File: config.mk
export PLATFORM = sky130hd
export DESIGN_NAME = adder_key_loader
export DESIGN_NICKNAME = d
export VERILOG_FILES = /design/src/rtl/adder_key_loader.sv
export SDC_FILE = /design/constraint.sdc
export NUM_CORES = 1
export LEC_CHECK = 0
export BUFFER_PORTS_ARGS = -buffer_cell sky130_fd_sc_hd__buf_2
export CAP_MARGIN = 15
export CORE_UTILIZATION = 55
export CTS_CLUSTER_DIAMETER = 150
export DETAILED_ROUTE_END_ITERATION = 7
export HOLD_SLACK_MARGIN = 0.15
export PLACE_DENSITY = 0.89
export SYNTH_ARGS = -nofsm -noshare
export SYNTH_HDL_FRONTEND = slang
export SYNTH_SLANG_ARGS = --single-unit
File: constraint.sdc
create_clock -name clk_i -period 5.17 [get_ports clk_i]
set_input_delay 1.034 -clock clk_i [delete_from_list [all_inputs] [get_ports clk_i]]
set_output_delay 1.034 -clock clk_i [all_outputs]
set_load 0.005 [all_outputs]
File: src/rtl/adder_key_loader.sv
// Serial key loader and operand stager for the XOR-key-locked 16-bit adder.
// The adder sees an all-zero key until a key passes its trailing even-parity check.
module adder_key_loader #(
  parameter int KEY_W = 32,
  parameter int OP_W  = 16
) (
  input  logic            clk_i,
  input  logic            rst_ni,
  input  logic            load_start_i,
  input  logic            key_bit_i,
  input  logic            key_bit_valid_i,
  input  logic [OP_W-1:0] add1_i,
  input  logic [OP_W-1:0] add2_i,
  input  logic            op_valid_i,
  output logic            op_ready_o,
  output logic [KEY_W-1:0] key_o,
  output logic            key_valid_o,
  output logic            busy_o,
  output logic            key_err_o,
  output logic [OP_W-1:0] add1_o,
  output logic [OP_W-1:0] add2_o,
  output logic            op_valid_o
);

  localparam int CNT_W = $clog2(KEY_W + 1);

  typedef enum logic [2:0] {IDLE, SHIFT, CHECK, READY, ERROR} state_t;

  state_t             state;
  logic [CNT_W-1:0]   bit_cnt;
  logic [KEY_W-1:0]   shift_q;
  logic               parity_q;

  // A restart wins over everything, so key_o never carries a partial or stale key.
  always_ff @(posedge clk_i or negedge rst_ni) begin
    if (!rst_ni) begin
      state       <= IDLE;
      bit_cnt     <= '0;
      shift_q     <= '0;
      parity_q    <= 1'b0;
      key_o       <= '0;
      key_valid_o <= 1'b0;
      key_err_o   <= 1'b0;
      busy_o      <= 1'b0;
    end else if (load_start_i) begin
      state       <= SHIFT;
      bit_cnt     <= '0;
      shift_q     <= '0;
      key_o       <= '0;
      key_valid_o <= 1'b0;
      key_err_o   <= 1'b0;
      busy_o      <= 1'b1;
    end else begin
      case (state)
        SHIFT: begin
          if (key_bit_valid_i) begin
            if (bit_cnt == CNT_W'(KEY_W)) begin
              parity_q <= key_bit_i;
              state    <= CHECK;
            end else begin
              shift_q <= {shift_q[KEY_W-2:0], key_bit_i};
              bit_cnt <= bit_cnt + 1'b1;
            end
          end
        end
        CHECK: begin
          busy_o <= 1'b0;
          if (^{shift_q, parity_q} == 1'b0) begin
            key_o       <= shift_q;
            key_valid_o <= 1'b1;
            state       <= READY;
          end else begin
            key_err_o <= 1'b1;
            state     <= ERROR;
          end
        end
        default: ;
      endcase
    end
  end

  assign op_ready_o = key_valid_o;

  // Operand staging: one pair per cycle, registers hold between handshakes.
  always_ff @(posedge clk_i or negedge rst_ni) begin
    if (!rst_ni) begin
      add1_o     <= '0;
      add2_o     <= '0;
      op_valid_o <= 1'b0;
    end else begin
      op_valid_o <= op_valid_i && key_valid_o;
      if (op_valid_i && key_valid_o) begin
        add1_o <= add1_i;
        add2_o <= add2_i;
      end
    end
  end

endmodule
After elaboration in Yosys (flattened, before gate mapping)

Cells that the tools add are included.
Widths: inputs -> output; s select.

Reduce and logical (&&, ||, !) cells: 12
Bitwise operators: 1
Mux-type cells: 24
Add/sub/neg operators: 1
Equal/unequal tests: 7

Operator list:

| cell                | number |
|---|---|
| $mux 32             | 7 |
| $reduce_xor 33->1   | 1 |
| $mux 6              | 4 |
| $mux 3              | 4 |
| $mux 1              | 8 |
| $reduce_bool 2->1   | 4 |
| $add 6x1->6 const B | 1 |
| $eq 6x6->1 const B  | 1 |
| $ne 3x3->1 const B  | 2 |
| $pmux 3 s2          | 1 |
| $reduce_and 3->1    | 2 |
| $ne 2x2->1 const B  | 2 |
| $reduce_and 2->1    | 2 |
| $reduce_and 4->1    | 1 |
| $eq 3x1->1 const B  | 1 |
| $eq 3x2->1 const B  | 1 |
| $reduce_bool 3->1   | 1 |
| $logic_and 1x1->1   | 1 |
| $not 1->1           | 1 |

Input bits: 38
Register bits after elaboration: 110

Longest topological paths before layout

Gate-level depths: netlist of run 1.

Depth in word-level cells: 5
Gate-level depth with buffers: 8
Depth with buffers taken out: 7

Worst setup path after synthesis of run 1

OpenSTA, ideal clock, no wires.

Path type: flip-flop to flip-flop
Start point: register shift_q[0]
End point: register key_o[0]
Arrival time: 2.029 ns
Cell stages (with the launch flop): 8
Library setup time: 0.079 ns
Buffers on the path: 1
Setup slack: 3.062 ns
Path through: dfrtp_1 > xnor2_1 > xnor2_1 > xnor2_1 > xnor3_2 > mux2i_4 > buf_6 > mux2i_1

Word-level cells in the longest chain between the ends: 3
Elaborated cells between the ends (all ways): 6
Classes of those cells: eq/ne: 1; mux: 3; reduce/logical: 2

RTL lines:

| what                                                  | RTL line | source |
|---|---|---|
| start: declaration                                    | 31       | `logic [KEY_W-1:0] shift_q;` |
| start signal: assignment                              | 61       | `shift_q <= {shift_q[KEY_W-2:0], key_bit_i};` |
| $reduce_xor 33->1 or $mux 32 (tied branches)          | 68       | `if (^{shift_q, parity_q} == 1'b0) begin` |
| $ne 2x2->1 (no line) or $mux 32 (tied branches)       | --       |  |
| $reduce_and 2->1 (no line) or $mux 32 (tied branches) | --       |  |
| end signal: assignment                                | 69       | `key_o <= shift_q;` |
| end: declaration                                      | 16       | `output logic [KEY_W-1:0] key_o,` |

Several ways; a longest one is shown, not always the timed one. The select of a mux whose other input is x is not followed.
A chain may end at the register's enable or synchronous reset.

Worst setup path in the final report of run 1

Start point: register shift_q[30]
End point: register key_o[2]

Word-level cells in the longest chain between the ends: 3

RTL lines:

| what                       | RTL line |
|---|---|
| $reduce_xor 33->1          | 68 |
| $ne 2x2->1 (no line)       | -- |
| $reduce_and 2->1 (no line) | -- |

No other way between the ends.

==> results of run 1 <==
==> layout make-up <==
type | instances | area share [%]
Multi-Input combinational cell | 301 | 36.0
Timing Repair Buffer | 113 | 10.7
Clock inverter | 6 | 0.886
Sequential cell | 110 | 47.5
Tap cell | 108 | 2.33
Clock buffer | 10 | 2.20
Inverter | 6 | 0.389
==> kinds of logic after synthesis <==
logic type / Yosys count
buf+inv: 32
fa+ha+maj: 2
simple gates: 158
flops: 110
compound gates: 39
mux: 66
xor+xnor: 36
==> final timing paths <==
check / startpoint / endpoint / slack (ps) / cells past startpoint
setup / recovery: shift_q[30] / key_o[2] / 2270 / 7
min in group asynchronous: rst_ni / state[2] / 810 / 1
hold reg to reg: add1_o[8] / add1_o[8] / 510 / 1
hold / removal: add1_o[8] / add1_o[8] / 510 / 1
setup reg to reg: shift_q[30] / key_o[2] / 2270 / 7
max in group asynchronous: rst_ni / shift_q[6] / 3400 / 2
==> sequential cells by signal, summed over array words and instances, names as in the netlist <==
register	cells
key_o	32
key_err_o	1
add1_o	16
parity_q	1
key_valid_o	1
state	3
op_valid_o	1
shift_q	32
bit_cnt	6
busy_o	1
add2_o	16
==> per-stage QoR <==
| stage | std cells | instance area (um2) | setup WS (ps) | hold slack, ps |
|---|---|---|---|---|
| floorplan | 443 | 4980 | 3060 | 502 |
| global placement | 636 | 5560 | 2430 | 483 |
| detailed placement | 636 | 5560 | 2330 | 487 |
| CTS | 652 | 5740 | 2280 | 511 |
| global route | 654 | 5790 | 2090 | 527 |
| finish | 654 | 5790 | 2270 | 509 |
==> per-layer routing <==
| layer | global-route usage (%) | up-vias |
|---|---|---|
| met5 | 0 | - |
| met4 | 7.35 | 0 |
| met3 | 3.45 | 7 |
| met2 | 34.3 | 72 |
| met1 | 27.3 | 1649 |
| li1 | - | 1634 |
==> power breakdown <==
| part | switching (uW) | internal (uW) |
|---|---|---|
| registers | 2.83 | 862 |
| clock network | 303 | 183 |
| logic | 45.3 | 29.4 |
==> critical path: cells and delay by family, from the launching register on <==
kind,cells,cell delay [ps]
xor gates and xnor gates,4,1100
muxes,2,810
buffers and inverters,1,460
DFF,1,440
==> cell usage in the layout, fill, tap and decap left out, types with 3 or more instances in the layout <==
cell,netlist,routed
mux2_2,33,33
dfrtp_1,110,110
nand2_1,72,72
nor2_1,8,8
xor2_1,7,7
xnor2_1,27,27
inv_6,0,3
mux2i_1,32,32
buf_2,0,105
buf_4,1,6
nand2b_1,66,66
inv_1,6,6
clkbuf_8,0,9
a21oi_1,33,33
==> cells in the mapped netlist (all sizes together) <==
| cell type | count | share of area [%] |
|---|---|---|
| o21bai | 1 | 0.15 |
| mux2i | 33 | 6.9 |
| nand2 | 72 | 5.4 |
| a21oi | 33 | 3.3 |
| nand2b | 66 | 8.3 |
| buf | 10 | 1.3 |
| xor2 | 7 | 1.2 |
| xnor3 | 2 | 0.93 |
| dfrtp | 110 | 55 |
| inv | 6 | 0.45 |
| o22a | 1 | 0.18 |
| nand3 | 2 | 0.20 |
| or3 | 1 | 0.13 |
| a211oi | 1 | 0.15 |
| nand4 | 2 | 0.25 |
| nor3b | 2 | 0.30 |
| nor3 | 2 | 0.20 |
| nor2 | 8 | 0.60 |
| clkbuf | 16 | 1.2 |
| o21ba | 1 | 0.20 |
| and3 | 1 | 0.13 |
| mux2 | 33 | 7.5 |
| nor2b | 2 | 0.25 |
| xnor2 | 27 | 4.7 |
| ha | 2 | 0.50 |
| o22ai | 2 | 0.25 |
==> summary.md, run 1 <==
| Metric | Value |
|---|---|
| Fraction of layout cells with a size suffix above 1 | `30.0%` |
| Cell repeated most along the worst path | `xnor2_1` |
| Final setup violation count | `0` |
| Final Skew | `18.4 ps` |
| Tightest Pin Transition | `998 ps` |
| Worst-path clk slew | `100 ps` |
| Area growth syn-to-layout | `16.3%` |
| #FFs+latches synth | `110` |
| Die W | `97.2 um` |
| Post-synthesis compound-gate area fraction | `4.25%` |
| Ant. Diodes | `0` |
| Total power | `1430 uW` |
| CP Max Fanout | `21` |
| Synth unique cells | `30` |
| Worst setup SP type | `flop` |
| Area occupied by multi-input gates | `0.00208 mm2` |
| Cell Chain, Critical Path | `xnor2_1, xnor2_1, xnor2_1, xnor3_2, mux2i_4, buf_4, mux2i_1` |
| Post-Synth XOR/XNOR Area | `6.91%` |
| First-pass GRT wire length | `15,700 um` |
| Port buffer count | `106` |
| CTS tree | `yes` |
| Antenna violations before repair | `0` |
| Sequential Area | `0.00275 mm2` |
| Antenna Nets Post-Route | `0` |
| Clock Path Buffers | `2` |
| Slowest stage delay, CP | `570 ps` |
| Drc violations | `0` |
| Chip height | `97.2 um` |
| I/O pin count | `107` |
| RSZ-0062 raised after global routing | `false` |
| Mapped Cells | `443` |
| Vias per inst | `5.14` |
| Largest net degree at the start of global routing | `84` |
| # hold bufs at CTS | `0` |
| Final Critical Period | `2900 ps` |
| Initial DRT Pass Iterations | `5` |
| Via count | `3,362` |
| Nets | `581` |
| Pwr dens | `246 mW/mm2` |
| Syn_nets | `483` |
| DRT iter0 DRCs | `194` |
| Post-Synth Simple-Gate Area | `15.8%` |
| Outcome | `finished, final reports clean` |
| Seq/Total Area, Yosys | `55.3%` |
| Fmax | `0.345 GHz` |
| Tightest Hold Check Type | `flop to flop` |
| Slowest CP cell | `mux2i_4` |
| Setup crit end kind | `flop` |
| P_leak | `0.00282 uW` |
| Final wirelength | `9230 um` |
| Post-synthesis mux area share | `14.3%` |
| Die area | `0.00944 mm2` |
| Tcrit/Tclk final | `56.1%` |
| Num rows | `34` |
| GRT Overall Usage | `20.6%` |
| Max-slew violations | `0` |
| Final Hold Viols | `0` |
| Synthesized cell area | `0.00498 mm2` |
| Syn. warnings | `0` |
| Final core utilization | `66.1%` |
| Number of global-route vias before repair | `3,333` |
| Worst EP arrival | `3190 ps` |
| Top Metal Used | `met4` |
| Setup CP Type | `flop to flop` |
| GRT overflow | `0` |
| Met2 wire len | `4670 um` |
| Clock sinks | `110` |
| Fin Setup TNS | `0 ps` |
| CTS resizes | `0` |
| CP Data Required Time | `5460 ps` |
| Largest family of logic cells by synthesized area | `simple AND/OR/NAND/NOR gates` |
| Area of the core | `0.00876 mm2` |
| Worst-Skew Late Latency | `380 ps` |
| Mean Syn Cell Area | `11.2 um2` |
| Max-cap violations | `0` |
| Area share of fa/ha/maj cells after synthesis | `0.503%` |
| Max IR drop VDD | `150 uV` |
| Root Driver | `clkbuf_8` |
| Final GP Congestion | `0.777` |
| Slew headroom | `33.5%` |
| Met3 wire length | `390 um` |
| Post-CTS Setup Inserts | `0` |
| M1 WL | `4080 um` |
| WL/cell | `14.1 um` |
| Filler cells | `696` |
| H-tree depth | `3` |
| Cts bufs inserted | `9` |
| Starting Density | `56.8%` |
| Post-DP HPWL | `6260 um` |
Power figures use the tool's default switching activity.
==> run 2, diff against run 1 <==
--- a/config.mk
+++ b/config.mk
@@ -5,13 +5,14 @@
 export SDC_FILE = /design/constraint.sdc
 export NUM_CORES = 1
 export LEC_CHECK = 0
+export ABC_AREA = 1
 export BUFFER_PORTS_ARGS = -buffer_cell sky130_fd_sc_hd__buf_2
 export CAP_MARGIN = 15
-export CORE_UTILIZATION = 55
+export CORE_UTILIZATION = 50
 export CTS_CLUSTER_DIAMETER = 150
 export DETAILED_ROUTE_END_ITERATION = 7
 export HOLD_SLACK_MARGIN = 0.15
-export PLACE_DENSITY = 0.89
+export PLACE_DENSITY = 0.86
 export SYNTH_ARGS = -nofsm -noshare
 export SYNTH_HDL_FRONTEND = slang
 export SYNTH_SLANG_ARGS = --single-unit
==> constraint.sdc (replaced) <==
create_clock -name clk_i -period 2.6 [get_ports clk_i]
set_input_delay 0.52 -clock clk_i [delete_from_list [all_inputs] [get_ports clk_i]]
set_output_delay 0.52 -clock clk_i [all_outputs]
set_load 0.005 [all_outputs]
==> run 2 against run 1 <==
Compared with the run above:
- register-to-register slack lost 1700 ps
- sequential share of layout area down 2.6 points
- die area rose by 17%
- cell count increased by 35%
- critical endpoint is now key_o[11]
- highest routed layer unchanged
==> summary.md, run 2 <==
| Metric | Value |
|---|---|
| Biggest regs | `key_o x32, shift_q x32` |
| Worst setup SP type | `flop` |
| Seq/Total Area, Yosys | `51.7% (-3.6 points)` |
| GRT Overall Usage | `20.3% (-0.26 points)` |
| Post-DP HPWL | `7640 um (+22%)` |
| DRT iter0 DRCs | `248 (+28%)` |
| GRT overflow | `0 (unchanged)` |
| H-tree depth | `3 (unchanged)` |
| Flop pwr share | `58.6% (-2.1 points)` |
| Final Hold Viols | `0 (unchanged)` |
| Die area | `0.0111 mm2 (+17%)` |
| Max-slew violations | `0 (unchanged)` |
| Slew headroom | `39.9% (+6.5 points)` |
| Antenna Nets Post-Route | `0 (unchanged)` |
| P_leak | `0.00339 uW (+20%)` |
| Most frequent cell after synthesis | `nand2_1` |
| Dominant cell type by area after synthesis | `dfrtp_1` |
| I/O pin count | `107 (unchanged)` |
| Worst-Skew Late Latency | `380 ps (about the same)` |
| Final setup violation count | `0 (unchanged)` |
| Synth unique cells | `30 (unchanged)` |
| First-pass GRT wire length | `18,000 um (+14%)` |
| Setup CP Type | `flop to flop` |
| Worst-path clk slew | `100 ps (about the same)` |
| Area growth syn-to-layout | `15.0%` |
| Final Skew | `9.92 ps (-8.50 ps)` |
| Syn_nets | `688 (+42%)` |
| Root Driver | `clkbuf_8` |
| Outcome | `finished, final reports clean` |
| CP Data Required Time | `2930 ps (-2530 ps)` |
| Int Pwr | `2240 uW (+110%)` |
| Mean Syn Cell Area | `8.21 um2 (-27%)` |
| Final wirelength | `10,700 um (+16%)` |
| Initial DRT Pass Iterations | `5 (unchanged)` |
| WL/cell | `12.1 um (-14%)` |
| Dominant synthesized flop cell | `dfrtp_1` |
| CTS tree | `yes` |
| Synthesized cell area | `0.00532 mm2 (+6.9%)` |
| Antenna violations before repair | `0 (unchanged)` |
| Placement Setup Slack | `581 ps (-1740 ps)` |
| Cell count after placement | `869 (+37%)` |
| Clock sinks | `110 (unchanged)` |
| Max-cap violations | `0 (unchanged)` |
| Drc violations | `0 (unchanged)` |
| Via count | `4,384 (+30%)` |
| Commonest non-fill, non-tap cells in the layout | `254 x nand2_1, 110 x dfrtp_1, 105 x buf_2, 56 x inv_1, 45 x nand3_1` |
| #FFs+latches synth | `110 (unchanged)` |
| Post-route insts no fill | `886 (+35%)` |
| Pwr dens | `500 mW/mm2 (+100%)` |
| Clock Path Buffers | `2 (unchanged)` |
| Clock power frac | `31.2% (-2.9 points)` |
| Critical hold path startpoint | `add1_i[10]` |
| Ant. Diodes | `0 (unchanged)` |
| Largest net degree at the start of global routing | `49 (-42%)` |
| # hold bufs at CTS | `1 (+1)` |
| Area of the core | `0.0103 mm2 (+18%)` |
| Sw Ratio | `26.9% (+2.3 points)` |
| CP Max Fanout | `20 (-4.8%)` |
| Port buffer count | `106 (unchanged)` |
| Num rows | `37 (+8.8%)` |
| Post-CTS Setup Inserts | `0 (unchanged)` |
| RSZ-0062 raised after global routing | `false` |
| Reg2Reg Setup Slack | `570 ps (-1690 ps)` |
| Leading cell type in the layout, fill and taps excluded | `nand2_1` |
| Fmax | `0.494 GHz (+43%)` |
| Die W | `105 um (+8.3%)` |
| Syn. warnings | `0 (unchanged)` |
| Area share of the largest cell type after synthesis | `51.7% (-3.6 points)` |
| Worst setup margin | `575 ps (-1690 ps)` |
| Chip height | `105 um (+8.3%)` |
| Asr flop ratio synth | `100% (unchanged)` |
| Slowest CP cell | `dfrtp_1` |
| Tcrit/Tclk final | `77.9% (+22 points)` |
| Number of synthesized flops with an enable pin | `0 (unchanged)` |
| Fin Setup TNS | `0 ps (unchanged)` |
| Number of global-route vias before repair | `4,122 (+24%)` |
| Max IR drop VDD | `311 uV (+110%)` |
| Tightest Pin Transition | `900 ps (-98.0 ps)` |
| Cell repeated most along the worst path | `nand2_1` |
| FF-to-FF Start | `shift_q[14]` |
| Tightest Hold Check Type | `input pin to flop` |
| Main area contributors after synthesis | `dfrtp_1 52%, nand2_1 18%, nand3_2 5.6%, nand3_1 4.2%, inv_1 3.9%` |
| Combinational fraction of design power | `10.2% (+5.0 points)` |
| Slowest stage delay, CP | `420 ps (-150 ps)` |
| Worst EP arrival | `2350 ps (-840 ps)` |
| Starting Density | `51.6% (-5.3 points)` |
| Setup crit end kind | `flop` |
| Final Critical Period | `2030 ps (-875 ps)` |
| CTS resizes | `0 (unchanged)` |
| Mapped Cells | `648 (+46%)` |
| Sw power | `824 uW (+130%)` |
| Fraction of layout cells with a size suffix above 1 | `23.2% (-6.8 points)` |
| Vias per inst | `4.95 (-3.7%)` |
| Cts bufs inserted | `9 (unchanged)` |
| Synth top cells by count | `255 x nand2_1, 110 x dfrtp_1, 56 x inv_1` |
| Nets | `785 (+35%)` |
| Final GP Congestion | `0.786 (+1.2%)` |
| Crit path from | `shift_q[14]` |
| Cell Chain, Critical Path | `nor2_1, inv_1, nand2_1, nand2_1, nand2_1, nand2_1, nand2_1, inv_1, nand2_1, nand2_2, inv_1, nand2_2, nand2_4, buf_4, nand3_1, nand2_1` |
run 2: cell count changes after synthesis, moves of 20 or more:
cell / change
xnor2_1: -20
a21oi_1: -28
o21ai_0: +38
mux2i_1: -32
inv_1: +50
nand2_1: +183
nand2b_1: -66
mux2_2: -32
nand3_1: +43
nor2_1: +32
nand3_2: +30
run 2: per-layer routing:
metal | track usage (%) | wire length, um | vias to the layer above | part of all wire, %
met5 | 0 | 0 | - | 0
met4 | 5.73 | 101 | 0 | 0.94
met3 | 4.12 | 739 | 9 | 6.9
met2 | 36.5 | 5290 | 151 | 49
met1 | 24.7 | 4610 | 2017 | 43
li1 | - | - | 2207 | -
run 2: worst max-delay path: cells and delay by family (launching register included):
family	cells	cell delay (ps)
and+or+nand+nor	12	1080
buffers and inverters	4	460
DFF	1	420
run 2: final timing paths:
check	end	cells after the start
min reg2reg	add2_o[10]	2
max in group asynchronous	shift_q[19]	3
max	key_o[11]	16
min	add1_o[10]	3
max reg2reg	key_o[11]	16
min in group asynchronous	key_o[2]	2
run 2: area by class of cell:
| class | instances | area [um2] |
|---|---|---|
| tap | 136 | 170 |
| multi-input combinational | 449 | 2170 |
| fill | 911 | 4200 |
| sequential | 110 | 2750 |
| timing repair buffer | 117 | 631 |
| clock buffer | 10 | 128 |
| inverter | 58 | 218 |
| clock inverter | 6 | 53.8 |
run 2: cell families after synthesis:
| group | after synthesis | share of synthesized area, % |
|---|---|---|
| flip-flops | 110 | 51.7 |
| multiplexers | 1 | 0.212 |
| buffers and inverters | 89 | 7.57 |
| XOR/XNOR | 16 | 2.77 |
| AO/OA/AOI/OAI | 46 | 4.70 |
| AND/OR/NAND/NOR | 384 | 32.6 |
| adder cells (fa/ha/maj) | 2 | 0.470 |
run 2: power by group through the flow:
stage,sequential (uW),clock [uW],combinational [uW]
after CTS,1790,983,315
after global placement,1820,0,303
final,1790,956,311
after global routing,1800,1030,351
after detailed placement,1830,0,313
after floorplan,1830,0,163
run 2: metrics by stage:
step | instance area (um2) | utilization (%) | total power [uW] | hold WS, ps
after floorplan | 5320 | - | 1990 | 224
after global placement | 5930 | 57.4 | 2130 | 458
after detailed placement | 5930 | 57.4 | 2140 | 461
after CTS | 6120 | 59.3 | 3090 | 312
after global routing | 6120 | 59.3 | 3180 | 324
final | 6120 | 59.3 | 3060 | 328
